[src/rtl/tpu_ctrl_if.sv]
// Signal bundle between the matrix-multiply sequencer, its host and the systolic array.
// Strobe semantics: in_valid is a one-cycle start pulse with no ready; it is accepted only while busy is low, and is otherwise dropped.
interface tpu_ctrl_if #(
    parameter int ADDR_W = 8
);
    logic              in_valid;
    logic [4:0]        m;
    logic [4:0]        n;
    logic [4:0]        k;
    logic              out_valid;
    logic              busy;
    logic              a_rd_en;
    logic              b_rd_en;
    logic [ADDR_W-1:0] a_addr;
    logic [ADDR_W-1:0] b_addr;
    logic              pe_clear;
    logic              pe_feed;
    logic              out_wr_en;
    logic [ADDR_W-1:0] out_addr;
    logic [2:0]        out_lane;
    logic [4:0]        pe_row;

    modport slave (
        input  in_valid, m, n, k,
        output out_valid, busy, a_rd_en, b_rd_en, a_addr, b_addr,
               pe_clear, pe_feed, out_wr_en, out_addr, out_lane, pe_row
    );

    modport master (
        output in_valid, m, n, k,
        input  out_valid, busy, a_rd_en, b_rd_en, a_addr, b_addr,
               pe_clear, pe_feed, out_wr_en, out_addr, out_lane, pe_row
    );
endinterface

[src/rtl/tpu_ctrl.sv]
// Output-stationary matmul sequencer: walks C tiles (nt inner, mt outer), feeding,
// flushing and draining a TILE x TILE systolic array. All outputs are registered.
module tpu_ctrl #(
    parameter int TILE   = 4,
    parameter int ADDR_W = 8
) (
    input  logic       clk,
    input  logic       rst_n,
    tpu_ctrl_if.slave  bus,
    output logic [2:0] o_dbg_state
);
    localparam int LOG_T = $clog2(TILE);

    typedef enum logic [2:0] {
        S_IDLE  = 3'd0,
        S_CLEAR = 3'd1,
        S_FEED  = 3'd2,
        S_FLUSH = 3'd3,
        S_DRAIN = 3'd4,
        S_DONE  = 3'd5
    } state_t;

    state_t            r_state, w_nxt_state;
    logic [4:0]        r_m, r_n, r_k;
    logic [4:0]        r_mt, r_nt, w_nxt_mt, w_nxt_nt;
    logic [5:0]        r_cnt, w_nxt_cnt;
    logic [4:0]        w_mt_last, w_nt_last;
    logic [5:0]        w_m_dim, w_n_dim, w_k_dim;
    logic [ADDR_W-1:0] w_a_addr, w_b_addr, w_row, w_col0;

    logic              r_out_valid, r_busy, r_rd_en, r_pe_clear, r_pe_feed, r_out_wr_en;
    logic [ADDR_W-1:0] r_a_addr, r_b_addr, r_out_addr;
    logic [2:0]        r_out_lane;
    logic [4:0]        r_pe_row;

    assign w_mt_last = r_m >> LOG_T;
    assign w_nt_last = r_n >> LOG_T;
    assign w_m_dim   = {1'b0, r_m} + 6'd1;
    assign w_n_dim   = {1'b0, r_n} + 6'd1;
    assign w_k_dim   = {1'b0, r_k} + 6'd1;

    always_ff @(posedge clk or negedge rst_n) begin
        if (!rst_n) begin
            r_state <= S_IDLE;
            r_mt    <= '0;
            r_nt    <= '0;
            r_cnt   <= '0;
        end else begin
            r_state <= w_nxt_state;
            r_mt    <= w_nxt_mt;
            r_nt    <= w_nxt_nt;
            r_cnt   <= w_nxt_cnt;
        end
    end

    always_ff @(posedge clk or negedge rst_n) begin
        if (!rst_n) begin
            r_m <= '0;
            r_n <= '0;
            r_k <= '0;
        end else if (r_state == S_IDLE && bus.in_valid) begin
            r_m <= bus.m;
            r_n <= bus.n;
            r_k <= bus.k;
        end
    end

    // r_cnt is shared: kk in FEED, flush cycle in FLUSH, drained row r in DRAIN.
    always_comb begin
        w_nxt_state = r_state;
        w_nxt_mt    = r_mt;
        w_nxt_nt    = r_nt;
        w_nxt_cnt   = r_cnt;
        case (r_state)
            S_IDLE: begin
                if (bus.in_valid) begin
                    w_nxt_state = S_CLEAR;
                    w_nxt_mt    = '0;
                    w_nxt_nt    = '0;
                    w_nxt_cnt   = '0;
                end
            end
            S_CLEAR: begin
                w_nxt_state = S_FEED;
                w_nxt_cnt   = '0;
            end
            S_FEED: begin
                if (r_cnt == {1'b0, r_k}) begin
                    w_nxt_state = S_FLUSH;
                    w_nxt_cnt   = '0;
                end else begin
                    w_nxt_cnt = r_cnt + 6'd1;
                end
            end
            S_FLUSH: begin
                if (r_cnt == 6'(2 * TILE - 2)) begin
                    w_nxt_state = S_DRAIN;
                    w_nxt_cnt   = '0;
                end else begin
                    w_nxt_cnt = r_cnt + 6'd1;
                end
            end
            S_DRAIN: begin
                if (r_cnt == 6'(TILE - 1)) begin
                    w_nxt_cnt   = '0;
                    w_nxt_state = S_CLEAR;
                    if (r_nt != w_nt_last) begin
                        w_nxt_nt = r_nt + 5'd1;
                    end else begin
                        w_nxt_nt = '0;
                        if (r_mt == w_mt_last) w_nxt_state = S_DONE;
                        else                   w_nxt_mt    = r_mt + 5'd1;
                    end
                end else begin
                    w_nxt_cnt = r_cnt + 6'd1;
                end
            end
            S_DONE:  w_nxt_state = S_IDLE;
            default: w_nxt_state = S_IDLE;
        endcase
    end

    // Outputs are computed from the next-state view so the registered copies line up with the state.
    assign w_a_addr = ADDR_W'(w_nxt_mt) * ADDR_W'(w_k_dim) + ADDR_W'(w_nxt_cnt);
    assign w_b_addr = ADDR_W'(w_nxt_nt) * ADDR_W'(w_k_dim) + ADDR_W'(w_nxt_cnt);
    assign w_row    = ADDR_W'(w_nxt_mt) * ADDR_W'(TILE) + ADDR_W'(w_nxt_cnt);
    assign w_col0   = ADDR_W'(w_nxt_nt) * ADDR_W'(TILE);

    always_ff @(posedge clk or negedge rst_n) begin
        if (!rst_n) begin
            r_out_valid <= 1'b0;
            r_busy      <= 1'b0;
            r_rd_en     <= 1'b0;
            r_a_addr    <= '0;
            r_b_addr    <= '0;
            r_pe_clear  <= 1'b0;
            r_pe_feed   <= 1'b0;
            r_out_wr_en <= 1'b0;
            r_out_addr  <= '0;
            r_out_lane  <= '0;
            r_pe_row    <= '0;
        end else begin
            r_out_valid <= (w_nxt_state == S_DONE);
            r_busy      <= (w_nxt_state != S_IDLE);
            r_rd_en     <= (w_nxt_state == S_FEED);
            r_a_addr    <= (w_nxt_state == S_FEED) ? w_a_addr : '0;
            r_b_addr    <= (w_nxt_state == S_FEED) ? w_b_addr : '0;
            r_pe_clear  <= (w_nxt_state == S_CLEAR);
            r_pe_feed   <= r_rd_en;
            r_out_wr_en <= (w_nxt_state == S_DRAIN) && (w_row < ADDR_W'(w_m_dim))
                           && (w_col0 < ADDR_W'(w_n_dim));
            r_out_addr  <= (w_nxt_state == S_DRAIN) ? w_row : '0;
            r_out_lane  <= (w_nxt_state == S_DRAIN) ? 3'(w_nxt_nt) : '0;
            r_pe_row    <= (w_nxt_state == S_DRAIN) ? w_nxt_cnt[4:0] : '0;
        end
    end

    assign bus.out_valid = r_out_valid;
    assign bus.busy      = r_busy;
    assign bus.a_rd_en   = r_rd_en;
    assign bus.b_rd_en   = r_rd_en;
    assign bus.a_addr    = r_a_addr;
    assign bus.b_addr    = r_b_addr;
    assign bus.pe_clear  = r_pe_clear;
    assign bus.pe_feed   = r_pe_feed;
    assign bus.out_wr_en = r_out_wr_en;
    assign bus.out_addr  = r_out_addr;
    assign bus.out_lane  = r_out_lane;
    assign bus.pe_row    = r_pe_row;
    assign o_dbg_state   = r_state;
endmodule
[src/flat_wrapper.sv]
// flat-port wrapper written by rule: the top's interface ports become plain ports
module tpu_ctrl_flat 
#(
    parameter int TILE   = 4,
    parameter int ADDR_W = 8
)
  (clk, rst_n, o_dbg_state, bus_in_valid, bus_m, bus_n, bus_k, bus_out_valid, bus_busy, bus_a_rd_en, bus_b_rd_en, bus_a_addr, bus_b_addr, bus_pe_clear, bus_pe_feed, bus_out_wr_en, bus_out_addr, bus_out_lane, bus_pe_row);
  tpu_ctrl_if #(.ADDR_W(ADDR_W)) bus_i ();
  input  logic clk;
  input  logic rst_n;
  output logic [2:0] o_dbg_state;
  input wire logic [$bits(bus_i.in_valid)-1:0] bus_in_valid;
  input wire logic [$bits(bus_i.m)-1:0] bus_m;
  input wire logic [$bits(bus_i.n)-1:0] bus_n;
  input wire logic [$bits(bus_i.k)-1:0] bus_k;
  output wire logic [$bits(bus_i.out_valid)-1:0] bus_out_valid;
  output wire logic [$bits(bus_i.busy)-1:0] bus_busy;
  output wire logic [$bits(bus_i.a_rd_en)-1:0] bus_a_rd_en;
  output wire logic [$bits(bus_i.b_rd_en)-1:0] bus_b_rd_en;
  output wire logic [$bits(bus_i.a_addr)-1:0] bus_a_addr;
  output wire logic [$bits(bus_i.b_addr)-1:0] bus_b_addr;
  output wire logic [$bits(bus_i.pe_clear)-1:0] bus_pe_clear;
  output wire logic [$bits(bus_i.pe_feed)-1:0] bus_pe_feed;
  output wire logic [$bits(bus_i.out_wr_en)-1:0] bus_out_wr_en;
  output wire logic [$bits(bus_i.out_addr)-1:0] bus_out_addr;
  output wire logic [$bits(bus_i.out_lane)-1:0] bus_out_lane;
  output wire logic [$bits(bus_i.pe_row)-1:0] bus_pe_row;
  assign bus_i.in_valid = bus_in_valid;
  assign bus_i.m = bus_m;
  assign bus_i.n = bus_n;
  assign bus_i.k = bus_k;
  assign bus_out_valid = bus_i.out_valid;
  assign bus_busy = bus_i.busy;
  assign bus_a_rd_en = bus_i.a_rd_en;
  assign bus_b_rd_en = bus_i.b_rd_en;
  assign bus_a_addr = bus_i.a_addr;
  assign bus_b_addr = bus_i.b_addr;
  assign bus_pe_clear = bus_i.pe_clear;
  assign bus_pe_feed = bus_i.pe_feed;
  assign bus_out_wr_en = bus_i.out_wr_en;
  assign bus_out_addr = bus_i.out_addr;
  assign bus_out_lane = bus_i.out_lane;
  assign bus_pe_row = bus_i.pe_row;
  tpu_ctrl #(.TILE(TILE), .ADDR_W(ADDR_W)) u_core (.clk(clk), .rst_n(rst_n), .bus(bus_i), .o_dbg_state(o_dbg_state));
endmodule
[config.mk]
export PLATFORM = sky130hd
export DESIGN_NAME = tpu_ctrl_flat
export DESIGN_NICKNAME = d
export VERILOG_FILES = /design/src/rtl/tpu_ctrl_if.sv /design/src/rtl/tpu_ctrl.sv /design/src/flat_wrapper.sv
export SDC_FILE = /design/constraint.sdc
export NUM_CORES = 1
export LEC_CHECK = 0
export BUFFER_PORTS_ARGS = -buffer_cell sky130_fd_sc_hd__buf_2
export CAP_MARGIN = 10
export CORE_MARGIN = 5
export CORE_UTILIZATION = 60
export CTS_BUF_LIST = sky130_fd_sc_hd__clkbuf_16
export DETAILED_ROUTE_END_ITERATION = 10
export PLACE_DENSITY = 0.88
export SLEW_MARGIN = 10
export SYNTH_ARGS = -nofsm -noshare
export SYNTH_HDL_FRONTEND = slang
export SYNTH_SLANG_ARGS = --single-unit
[constraint.sdc]
create_clock -name clk -period 5.67 [get_ports clk]
set_clock_uncertainty 0.2 [all_clocks]
set_input_delay 0.8505 -clock clk [delete_from_list [all_inputs] [get_ports clk]]
set_output_delay 0.8505 -clock clk [all_outputs]
set_load 0.05 [all_outputs]
==> results of run 1 <==
==> cell usage in the layout, fill, tap and decap left out, types with 4 or more instances in the layout <==
| master | synthesis | routed |
|---|---|---|
| nand2_1 | 79 | 79 |
| dfrtp_1 | 70 | 68 |
| inv_1 | 64 | 64 |
| buf_2 | 2 | 59 |
| nor2_1 | 55 | 55 |
| ha_1 | 42 | 41 |
| fa_1 | 33 | 33 |
| xnor2_1 | 24 | 23 |
| xor2_1 | 22 | 22 |
| buf_4 | 5 | 21 |
| nand3_1 | 19 | 18 |
| a21oi_1 | 12 | 11 |
| o21ai_0 | 12 | 10 |
| clkbuf_16 | 0 | 9 |
| nor2b_1 | 9 | 8 |
| or2_2 | 7 | 7 |
| and2_1 | 7 | 7 |
| nand2b_1 | 6 | 6 |
| a21o_1 | 6 | 6 |
| or3_1 | 5 | 5 |
| and3_1 | 5 | 5 |
| a22oi_1 | 6 | 4 |
| a31oi_1 | 4 | 4 |
| nor3_1 | 5 | 4 |
==> what timing repair did <==
action	4_1_cts	5_1_grt
pin swaps	0	1
cloned	0	0
buffers inserted	0	0
endpoints found under the setup margin	1	2
hold buffers	0	0
resized for setup	1	21
==> cell families after synthesis <==
group	after synthesis	synth area share, %
simple gates	220	20.6
xor+xnor	47	7.97
flops	70	32.8
buf+inv	91	7.29
fa+ha+maj	75	22.2
mux	5	1.05
compound gates	61	8.09
==> cell type report <==
type	instances	area [sq um]	area share (%)
multi-input combinational	408	3290	53.4
timing repair buffer	80	453	7.35
tap	108	135	2.19
inverter	64	240	3.90
sequential	70	1750	28.5
clock buffer	9	225	3.65
clock inverter	6	62.6	1.01
==> layer usage <==
layer	track usage, %	up-vias	routed length (microns)	share of wire [%]
li1	-	1967	-	-
met1	31.8	2050	5320	39
met2	41.8	231	6610	48
met3	6.08	40	1200	8.8
met4	12.0	0	514	3.8
met5	0	-	0	0
==> worst paths after layout <==
check | startpoint | end | slack, ns | depth (start not counted)
hold reg to reg | u_core.bus.a_rd_en | u_core.bus.pe_feed | 0.21 | 0
min in group asynchronous | rst_n | u_core.bus.busy | 0.52 | 2
setup reg to reg | u_core.r_cnt[4] | u_core.bus.b_addr[7] | 0.25 | 21
hold / removal | u_core.bus.a_rd_en | u_core.bus.pe_feed | 0.21 | 0
max in group asynchronous | rst_n | u_core.o_dbg_state[0] | 4.15 | 2
setup / recovery | u_core.r_cnt[4] | u_core.bus.b_addr[7] | 0.25 | 21
==> report_power, final <==
group	total, mW	internal [mW]	switching (mW)
combinational	2.63	0.979	1.65
sequential	0.871	0.665	0.206
clock	0.550	0.337	0.213
==> worst reg2reg max path: cells and delay by family, from the launching register on <==
kind / cells / cell delay (ns)
simple gates: 6 / 1.39
xor+xnor: 3 / 0.76
compound gates: 4 / 0.58
buf+inv: 4 / 0.31
fa+ha+maj: 4 / 1.63
flops: 1 / 0.48
==> registers in the layout, summed over array words and instances (netlist names), 3 cells and up <==
name                 cells
u_core.r_nt              5
u_core.r_mt              5
u_core.r_k               5
u_core.bus.b_addr        8
u_core.bus.pe_row        3
u_core.bus.out_addr      8
u_core.bus.a_addr        8
u_core.o_dbg_state       3
u_core.bus.out_lane      3
u_core.r_n               5
u_core.r_m               5
u_core.r_cnt             6
==> stage by stage <==
step | utilization [%] | setup TNS (ns)
floorplan | - | 0
global placement | 66.5 | 0
detailed placement | 66.5 | 0
CTS | 69.8 | 0
global route | 71.0 | -0.0331
finish | 71.0 | 0
==> results.yml, run 1 <==
outcome:
  status: "finished, final reports clean"
setup_path:
  cp.arrival_ns: 5.47
  cp_common_cell: "inv_1"
  crit_path_max_incr_delay_ns: 0.53
  worstPathRequired_ns: 5.72
  slowest_stage: "fa_1"
  critPathBufInv: 4
  crit_chain: "or3_4 -> nor3_4 -> and3_1 -> a21oi_1 -> or2_2 -> inv_1 -> nand2_1 -> fa_1 -> inv_1 -> ha_1 -> inv_1 -> fa_1 -> inv_1 -> ha_1 -> a21o_1 -> a21oi_2 -> o21ai_0 -> xnor2_1 -> xnor2_1 -> xnor3_1 -> nor2_1"
  cp-start-kind: "flip-flop"
  crit_type: "reg -> reg"
  critPathMaxFanout: 8
  end_kind: "flip-flop"
  cp_top_family: "adder cells"
clocking:
  numCtsBuffers: 9
  clock-sinks: 70
  cts_tree: "built"
  clockBufferDepth: 2
  clock_latency_ns: 0.33
  clkSlewWorstSetupHoldPaths_ns: 0.05
  htree_levels: 3
  cts_root_buf: "clkbuf_16"
power_and_ir_drop:
  ir_worst_vdd_uv: 296
  power.density_nw_per_um2: 658
  power_leakage_nw: 3.18
  power_mw: 4.05
floorplanning:
  num_rows: 34
  start_util_pct: 61.5
  die-area_sq_um: 10900
  die_y_microns: 104
  io_pins: 60
  core_area_sq_um: 8680
  chipWidth_microns: 104
synthesis:
  netlist_top_cells_area: "dfrtp_1, fa_1, ha_1"
  synth_top_area_cell: "dfrtp_1"
  synth.cells.most_frequent: "nand2_1, dfrtp_1, inv_1"
  synth_edf_count: 0
  ys_types: 60
  ys.flop_type: "dfrtp_1"
  syn_area_per_cell_sq_um: 9.38
  yosysSeqAreaShare_pct: 32.8
  netlist_area_sq_um: 5340
  yosysMostFrequentCell: "nand2_1"
  yosys_warnings: 0
  synthCells: 569
  yosysTopAreaCellShare_pct: 32.8
  ys_seq_elements: 70
  async_reset_ff_share_pct: 100
  synth_nets: 662
drt:
  routed_wirelength_microns: 13600
  drc: 0
  drtIter0Drc: 371
  wl_per_cell_microns: 18.3
  detail-route-antenna-nets: 0
  via_per_inst: 5.76
  vias: 4288
  firstDrtPassIters: 5
grt:
  antenna_found_initial: 0
  grt_pass1_wl_microns: 22300
  grt_pass1_vias: 4444
  overflow: 0
  grt_max_degree: 71
  grt_use_total_pct: 25.5
timing:
  hold_viol: 0
  max_freq_mhz: 185
  setup_viol: 0
  finalMaxSlewViolations: 0
  tightest_slew_ns: 0.902
  slew_headroom_pct: 39.2
  period_share_pct: 95.6
  fin_ws_ns: 0.252
  fin_hold_ws_ns: 0.206
  finalCriticalPeriod_ns: 5.42
place:
  portBuffers: 59
  post_dp_cell_area_sq_um: 5770
  routabilityCongestion: 1.03
  hpwl_microns: 10500
  pre_cts_ws_ns: 0.0133
  placedCellCount: 729
layout:
  nets: 726
  area_growth_pct: 15.5
  n_fill_cell: 651
  final_cell_area_sq_um: 6160
  diodes: 0
  final_layout_size_suffix_gt1_share_pct: 20.6
  final_cell_count_no_fill: 745
worst_hold_path:
  hold_path_class: "reg -> reg"
run:
  cap_violations: 0
Power figures use the tool's default switching activity.
==> run 2, diff against run 1 <==
--- a/config.mk
+++ b/config.mk
@@ -12,6 +12,7 @@
 export CTS_BUF_LIST = sky130_fd_sc_hd__clkbuf_16
 export DETAILED_ROUTE_END_ITERATION = 10
 export PLACE_DENSITY = 0.88
+export RECOVER_POWER = 50
 export SLEW_MARGIN = 10
 export SYNTH_ARGS = -nofsm -noshare
 export SYNTH_HDL_FRONTEND = slang
==> run 2 against run 1 <==
Effect of this change:
- die area unchanged
- final area hardly changed
- hold slack barely moved
- sequential cell count unchanged
- sequential power is essentially flat
- non-clock buffer count did not move
- the flow now finishes with violations (capacitance limit, slew limit)
- largest power group unchanged
- combinational power about the same
- routed wire length is 0.22% higher
- largest cell class unchanged
==> results.yml, run 2 (synthesized netlist as in run 1, its figures left out) <==
worst_hold_path:
  holdPathEnd: "u_core.bus.pe_feed"
  min-delay-start: "u_core.bus.a_rd_en"
  holdPathStages: 0
  hold_path_class: "reg -> reg"
timing:
  fin_ws_ns: 0.244
  hold_viol: 0
  period_share_pct: 95.7
  tightest_slew_ns: 3.67
  finalCriticalPeriod_ns: 5.43
  slew_headroom_pct: -144
  finalMaxSlewViolations: 71
  max_freq_mhz: 184
  fin_tns_setup_ns: 0
  setup_viol: 0
setup_path:
  crit_type: "reg -> reg"
  worstPathRequired_ns: 5.72
  cp-start-kind: "flip-flop"
  end_kind: "flip-flop"
  cp.arrival_ns: 5.48
  reg2reg_from: "u_core.r_cnt[3]"
  reg2reg_slack_ns: 0.24
  r2r_end: "u_core.bus.b_addr[7]"
  critPathMaxFanout: 8
  rr_worst_depth: 22
layout:
  final_cell_area_sq_um: 6160
  final_common_cell: "nand2_1"
  fin_util_pct: 71.0
  final_layout_size_suffix_gt1_share_pct: 20.3
  area_growth_pct: 15.4
  final_cell_count_no_fill: 745
  final_cell_mix: "nand2_1, dfrtp_1, inv_1"
  n_fill_cell: 653
  nets: 726
  diodes: 0
drt:
  routed_wirelength_microns: 13700
  via_per_inst: 5.73
  drc: 0
  detail-route-antenna-nets: 0
  drtIter0Drc: 399
  wl_per_cell_microns: 18.4
  vias: 4268
  firstDrtPassIters: 5
clocking:
  cts_tree: "built"
  clock-sinks: 70
  clock_latency_ns: 0.33
  hold_buffers: 0
  cts_root_buf: "clkbuf_16"
  clockBufferDepth: 2
  htree_levels: 3
  numCtsBuffers: 9
  clkSlewWorstSetupHoldPaths_ns: 0.05
floorplanning:
  io_pins: 60
  chipWidth_microns: 104
  num_rows: 34
  start_util_pct: 61.5
  die_y_microns: 104
  core_area_sq_um: 8680
  die-area_sq_um: 10900
place:
  placedCellCount: 729
  post_dp_cell_area_sq_um: 5770
  pre_cts_ws_ns: 0.0133
  routabilityCongestion: 1.03
  hpwl_microns: 10500
  portBuffers: 59
power_and_ir_drop:
  ir_worst_vdd_uv: 297
  power.density_nw_per_um2: 659
  power_leakage_nw: 3.17
grt:
  grt_pass1_wl_microns: 22300
  grt_pass1_vias: 4444
  overflow: 0
  antenna_found_initial: 0
  grt_max_degree: 71
  grt_use_total_pct: 25.5
outcome:
  status: "finished, violations left"
  violations: "capacitance limit, slew limit"
run:
  cap_violations: 1
[run 2: cell count changes in the layout (fill, tap and decap cells not counted)]
cell	before	now
clkbuf_1	0	1
mux2_1	0	1
mux2_2	1	0
buf_4	21	20
[run 2: how the worst max path moves through the flow]
stage                               start                    to  slack [ns]  depth (start not counted)
floorplan           u_core.o_dbg_state[0]  u_core.bus.a_addr[7]        0.30                         20
global placement          u_core.r_cnt[1]  u_core.bus.a_addr[7]        0.18                         22
detailed placement        u_core.r_cnt[1]  u_core.bus.a_addr[7]        0.01                         22
CTS                       u_core.r_cnt[0]  u_core.bus.a_addr[7]       0.007                         22
global route              u_core.r_cnt[0]  u_core.bus.a_addr[7]       -0.02                         22
finish                    u_core.r_cnt[3]  u_core.bus.b_addr[7]        0.24                         22
[run 2: per-layer routing]
| metal | track usage (%) | vias to the layer above | part of all wire, % |
|---|---|---|---|
| met5 | 0 | - | 0 |
| met4 | 12.0 | 0 | 3.9 |
| met3 | 6.08 | 40 | 7.5 |
| met2 | 41.8 | 200 | 48 |
| met1 | 31.8 | 2063 | 41 |
| li1 | - | 1965 | - |
[run 2: timing repair]
action	4_1_cts	5_1_grt
endpoints found under the hold margin	0	0
endpoints found under the setup margin	1	2
gates resized for setup	1	21
pin swaps	0	1
gates cloned	0	0
buffers inserted	0	0
[run 2: where the power goes]
part / switching [mW] / total [mW] / internal, mW
Combinational: 1.66 / 2.63 / 0.978
Clock: 0.215 / 0.552 / 0.337
Sequential: 0.207 / 0.872 / 0.665
[run 2: final cells by class]
class                           count  area, sq um  share of cell area, %
Tap cell                          108          135                   2.19
Multi-Input combinational cell    408         3290                   53.5
Clock inverter                      6         62.6                   1.02
Inverter                           64          240                   3.90
Timing Repair Buffer               80          449                   7.29
Sequential cell                    70         1750                   28.5
Clock buffer                        9          225                   3.66
[run 2: per-stage QoR]
| stage | hold WS (ns) | total power [mW] |
|---|---|---|
| floorplan | 0.287 | 2.71 |
| finish | 0.206 | 4.06 |
| detailed placement | 0.206 | 3.37 |
| global route | 0.244 | 4.41 |
| global placement | 0.170 | 3.25 |
| CTS | 0.221 | 3.96 |
[run 2: critical path, stage by stage (launching register included)]
cell,delay (ns)
dfrtp_1,0.43
buf_4,0.18
nor3_2,0.33
nand3_4,0.18
nor3_2,0.15
a21oi_1,0.06
or2_2,0.35
inv_1,0.20
nand2_1,0.10
fa_1,0.50
inv_1,0.05
ha_1,0.27
inv_1,0.05
fa_1,0.53
inv_1,0.08
ha_1,0.30
a21o_1,0.19
a21oi_2,0.19
o21ai_0,0.15
xnor2_1,0.20
xnor2_1,0.15
xnor3_1,0.41
nor2_1,0.10
